## src/rtl/sopc_mem_arbiter.sv

```systemverilog
// Arbitrates the single-port SOPC RAM between instruction fetch and the MEM stage.
// MEM has priority; IF is forced through after STARVE_LIMIT consecutive MEM grants.
module sopc_mem_arbiter #(
  parameter int ADDR_WIDTH   = 32,
  parameter int DATA_WIDTH   = 32,
  parameter int STARVE_LIMIT = 4
) (
  input  logic                  clk,
  input  logic                  rst,
  input  logic                  if_req,
  input  logic [ADDR_WIDTH-1:0] if_addr,
  output logic [DATA_WIDTH-1:0] if_rdata,
  output logic                  if_ack,
  input  logic                  mem_req,
  input  logic                  mem_we,
  input  logic [3:0]            mem_sel,
  input  logic [ADDR_WIDTH-1:0] mem_addr,
  input  logic [DATA_WIDTH-1:0] mem_wdata,
  output logic [DATA_WIDTH-1:0] mem_rdata,
  output logic                  mem_ack,
  output logic                  ram_ce,
  output logic                  ram_we,
  output logic [3:0]            ram_sel,
  output logic [ADDR_WIDTH-1:0] ram_addr,
  output logic [DATA_WIDTH-1:0] ram_wdata,
  input  logic [DATA_WIDTH-1:0] ram_rdata,
  output logic                  stallreq
);

  typedef enum logic [1:0] {IDLE, ACCESS, RESP} state_t;
  typedef enum logic [1:0] {OWN_NONE, OWN_IF, OWN_MEM} owner_t;

  localparam int CW = $clog2(STARVE_LIMIT + 1);
  localparam logic [CW-1:0] LIMIT = CW'(STARVE_LIMIT);

  state_t        state, state_nxt;
  owner_t        owner, owner_nxt;
  logic [CW-1:0] starve_cnt, starve_nxt;
  logic          store_q;
  logic          if_elig, mem_elig;
  logic          grant_if, grant_mem;

  // Handshake: a requester holds req (and its address/data) until it sees a
  // one-cycle ack; during that ack cycle its still-high req is ignored.
  assign if_elig  = if_req  & ~if_ack;
  assign mem_elig = mem_req & ~mem_ack;
  assign stallreq = (if_req & ~if_ack) | (mem_req & ~mem_ack);

  always_comb begin
    state_nxt  = state;
    owner_nxt  = owner;
    starve_nxt = starve_cnt;
    grant_if   = 1'b0;
    grant_mem  = 1'b0;
    case (state)
      IDLE: begin
        if (if_elig && starve_cnt == LIMIT) grant_if = 1'b1;
        else if (mem_elig)                  grant_mem = 1'b1;
        else if (if_elig)                   grant_if = 1'b1;
        if (grant_if || grant_mem) begin
          state_nxt = ACCESS;
          owner_nxt = grant_if ? OWN_IF : OWN_MEM;
          if (grant_mem && if_req)
            starve_nxt = (starve_cnt == LIMIT) ? starve_cnt : starve_cnt + CW'(1);
          else
            starve_nxt = '0;
        end
      end
      ACCESS: state_nxt = RESP;
      RESP: begin
        state_nxt = IDLE;
        owner_nxt = OWN_NONE;
      end
      default: begin
        state_nxt = IDLE;
        owner_nxt = OWN_NONE;
      end
    endcase
  end

  always_ff @(posedge clk or posedge rst) begin
    if (rst) begin
      state      <= IDLE;
      owner      <= OWN_NONE;
      starve_cnt <= '0;
    end else begin
      state      <= state_nxt;
      owner      <= owner_nxt;
      starve_cnt <= starve_nxt;
    end
  end

  always_ff @(posedge clk or posedge rst) begin
    if (rst) begin
      ram_ce    <= 1'b0;
      ram_we    <= 1'b0;
      ram_sel   <= '0;
      ram_addr  <= '0;
      ram_wdata <= '0;
      if_rdata  <= '0;
      mem_rdata <= '0;
      if_ack    <= 1'b0;
      mem_ack   <= 1'b0;
      store_q   <= 1'b0;
    end else begin
      if_ack  <= 1'b0;
      mem_ack <= 1'b0;
      case (state)
        IDLE: begin
          if (grant_if) begin
            ram_ce   <= 1'b1;
            ram_we   <= 1'b0;
            ram_sel  <= 4'b1111;
            ram_addr <= if_addr;
            store_q  <= 1'b0;
          end else if (grant_mem) begin
            ram_ce    <= 1'b1;
            ram_we    <= mem_we;
            ram_sel   <= mem_sel;
            ram_addr  <= mem_addr;
            ram_wdata <= mem_wdata;
            store_q   <= mem_we;
          end
        end
        ACCESS: begin
          ram_ce <= 1'b0;
          ram_we <= 1'b0;
        end
        RESP: begin
          if (owner == OWN_IF) begin
            if_rdata <= ram_rdata;
            if_ack   <= 1'b1;
          end else if (owner == OWN_MEM) begin
            // Stores leave the last load result visible on mem_rdata.
            if (!store_q) mem_rdata <= ram_rdata;
            mem_ack <= 1'b1;
          end
        end
        default: ;
      endcase
    end
  end

endmodule
```

## config.mk

```make
export PLATFORM = sky130hd
export DESIGN_NAME = sopc_mem_arbiter
export DESIGN_NICKNAME = d
export VERILOG_FILES = /design/src/rtl/sopc_mem_arbiter.sv
export SDC_FILE = /design/constraint.sdc
export NUM_CORES = 1
export LEC_CHECK = 0
export BUFFER_PORTS_ARGS = -buffer_cell sky130_fd_sc_hd__buf_2
export CAP_MARGIN = 20
export CORE_MARGIN = 4
export CORE_UTILIZATION = 50
export DETAILED_ROUTE_END_ITERATION = 16
export GPL_TIMING_DRIVEN = 0
export PLACE_DENSITY = 0.85
export SKIP_LAST_GASP = 1
export SYNTH_ARGS = -nofsm -noshare
export SYNTH_HDL_FRONTEND = slang
export SYNTH_SLANG_ARGS = --single-unit
```

## constraint.sdc

```tcl
create_clock -name clk -period 8.4 [get_ports clk]
set_clock_uncertainty 0.1 [all_clocks]
set_input_delay 0.42 -clock clk [delete_from_list [all_inputs] [get_ports clk]]
set_output_delay 0.42 -clock clk [all_outputs]
set_load 0.01 [all_outputs]
```

==> qor.csv <==
stage,metric,value,unit
sta,f_max,495.7,MHz
setup_path,worst path cell trace,inv_1 > ha_1 > nand2_1 > a211oi_2 > buf_6 > buf_12 > mux2i_1 > o21ai_1,
worst_hold_path,WHS Path Cells,2,
cells_and_area,final-layout fill cell count,797,
floorplanning,DIE WIDTH,116.5,um
setup_path,CP Capture Type,flop,
placement,# port buffers,273,
routing,Post-route DRC,0,
routing,Total Wirelength,15.50,mm
grt,Overflow after GRT,0,
sta,Worst Tran Pin Value,0.6019,ns
power,worst vdd ir,0.0002228,V
floorplanning,Initial Util,51.37,%
routing,router iterations before antenna repair,6,
synthesis,synthesized instance count,407,
power,Int Pwr,2.124,mW
synthesis,dominant synthesized flop cell,dfrtp_1,
sta,RSZ-0062 raised after global routing,no,
cells_and_area,n_diodes,0,
cts,"Reg clk slew, reported paths",0.06,ns
floorplanning,core area,11470,um^2
synthesis,Mean Syn Cell Area,14.47,um^2
synthesis,Post-Syn Area,5891,um^2
cts,Longest Clk Path Bufs,2,
placement,GP Congestion,0.8197,
cts,post-cts sizing count,0,
outcome,outcome,"finished, final reports clean",
power,static leakage,4.073,nW
power,pwr dens,399.4,nW/um^2
setup_path,CP max-delay cell,dfrtp_1,
floorplanning,die area,13580,um^2
sta,Final Max Slew Viols,0,
grt,Total GRT Usage,22.32,%
sta,final count of hold timing violations,0,
routing,overall via count from detail_route,4328,
power,Reg power frac,37.5,%
placement,DPL Wire Length,11.80,mm
power,Sw Pwr,1.099,mW
cts,H-tree Lvls,4,
setup_path,CP Data Required Time,8.56,ns
routing,DRT iter0 DRCs,174,
synthesis,"EDFF count, synth",0,
floorplanning,Die Height,116.5,um
setup_path,crit path launch type,flop,
cells_and_area,"commonest non-fill, non-tap cell in the layout",buf_2,
cells_and_area,"commonest non-fill, non-tap cells in the layout","buf_2, dfrtp_1, mux2_2",
routing,number of vias per cell,5.056,
cts,clk root buf,clkbuf_16,
grt,largest net degree at the start of global routing,88,
cells_and_area,P&R area growth vs syn,37.02,%
sta,Setup TNS Final,0,ns
power,Comb pwr share,39.1,%
cts,clock sink count,144,
synthesis,register bit count reported by yosys,144,
setup_path,Crit path max-delay family,buffers and inverters,
synthesis,"Seq/Total Area, Yosys",61.17,%
cts,Post-CTS Setup Bufs,0,
sta,Tmin final,2.017,ns
cts,CTS hold repair buffers,1,
cts,Num CTS Buffers,17,
worst_hold_path,HP Class,in2reg,
sta,final setup vio count,0,
sta,period utilisation layout,24.01,%
power,Clock Power Share,23.4,%
synthesis,synth unique cells,38,
cells_and_area,Register Area,3603,um^2
grt,initial antenna violation count,0,
cells_and_area,Post-Layout Cell Count,856,
synthesis,yosys warns,0,
setup_path,WP depth,8,
cells_and_area,Multi-input gate area,2053,um^2
routing,WL per Instance,18.11,um
synthesis,Synthesized Nets,546,
setup_path,Crit Path Category,reg2reg,
synthesis,Synth async-reset ratio,100.0,%
setup_path,CP max stage delay,0.40,ns
cts,Worst-Skew Late Latency,0.41,ns
routing,post-route ant nets,0,
floorplanning,Rows,39,
setup_path,Buffers & Inverters on Critical Path,3,
cells_and_area,Final nets,840,
setup_path,arrival time worst endpoint,2.18,ns
cells_and_area,share of cells above drive strength 1,59.89,%
setup_path,crit-path max FO,10,
floorplanning,num ports,274,
power,Switching Share,34.10,%
grt,first-pass GRT wire length,22.83,mm
sta,slew margin rel.,59.87,%
job,max-cap viol count,0,
placement,Cells after DPL,824,
setup_path,Reg2Reg Depth,8,
cts,CTS tree,yes,
grt,vias in the first global route,4553,
[metal layers]
layer | wire length [um] | track usage (%) | vias up
met5 | 0 | 0 | -
met4 | 238 | 7.722 | 0
met3 | 1446 | 7.202 | 20
met2 | 8259 | 40.77 | 194
met1 | 5557 | 24.36 | 2101
li1 | - | - | 2013
[synth_stat cells, types with 2 or more instances]
library cell  count  area share [%]
dfrtp_1         144              61
mux2_2           81              15
nand2_1          35             2.2
mux2i_1          32             5.4
o21ai_1          27             2.3
mux2_4           16             4.1
o21ai_0           8            0.68
buf_2             7            0.59
inv_1             7            0.45
buf_6             6             1.1
clkbuf_1          4            0.25
o22a_1            4            0.59
buf_12            3             1.0
nor2_1            3            0.19
and2_1            2            0.21
buf_4             2            0.25
ha_1              2            0.42
nand2b_1          2            0.21
nor2b_1           2            0.21
o21ai_2           2            0.30
[through the flow]
step	worst slack [ns]	utilization, %	hold WS, ns	area, um^2	total power, mW
3_3_place_gp	2.753	64.84	0.3593	7436	2.418
3_5_place_dp	6.413	65.13	0.3669	7468	2.484
5_1_grt	6.278	70.39	0.1192	8071	3.415
2_1_floorplan	4.014	-	0.3561	5891	1.953
4_1_cts	6.370	70.39	0.1163	8071	3.257
6_report	6.383	70.39	0.1281	8071	3.224
[power by group through the flow]
stage | combinational (mW) | clock, mW | sequential [mW]
2_1_floorplan | 0.603 | 0 | 1.35
3_3_place_gp | 1.23 | 0 | 1.18
3_5_place_dp | 1.27 | 0 | 1.21
4_1_cts | 1.28 | 0.769 | 1.21
5_1_grt | 1.37 | 0.799 | 1.25
6_report | 1.26 | 0.756 | 1.21
[logic make-up after synthesis]
kind of cell / after synthesis / share of synthesized area (%)
AO/OA/AOI/OAI: 50 / 5.140
adder cells (fa/ha/maj): 2 / 0.4247
buffers and inverters: 30 / 3.972
flip-flops: 144 / 61.17
multiplexers: 129 / 25.00
AND/OR/NAND/NOR: 52 / 4.290
[registers in the layout, summed over array words and instances, names as in the netlist]
name,count
if_rdata,32
ram_ce,1
mem_ack,1
ram_sel,4
starve_cnt,3
ram_addr,32
ram_we,1
owner,2
if_ack,1
ram_wdata,32
mem_rdata,32
store_q,1
state,2
[final cells by class]
class,instances,area share (%)
Clock buffer,19,5.364
Multi-Input combinational cell,233,25.44
Inverter,7,0.3875
Buffer,23,2.573
Sequential cell,144,44.64
Tap cell,143,2.217
Clock inverter,12,1.984
Timing Repair Buffer,275,17.39
[final timing paths]
path | slack (ns) | from | endpoint
max in group asynchronous | 6.87 | rst | mem_rdata[5]
max reg2reg | 6.38 | starve_cnt[0] | ram_addr[0]
max | 6.38 | starve_cnt[0] | ram_addr[0]
min reg2reg | 0.38 | ram_addr[29] | ram_addr[29]
min | 0.13 | mem_sel[2] | ram_sel[2]
min in group asynchronous | 0.54 | rst | ram_wdata[13]
(Power assumes the default switching activity.)
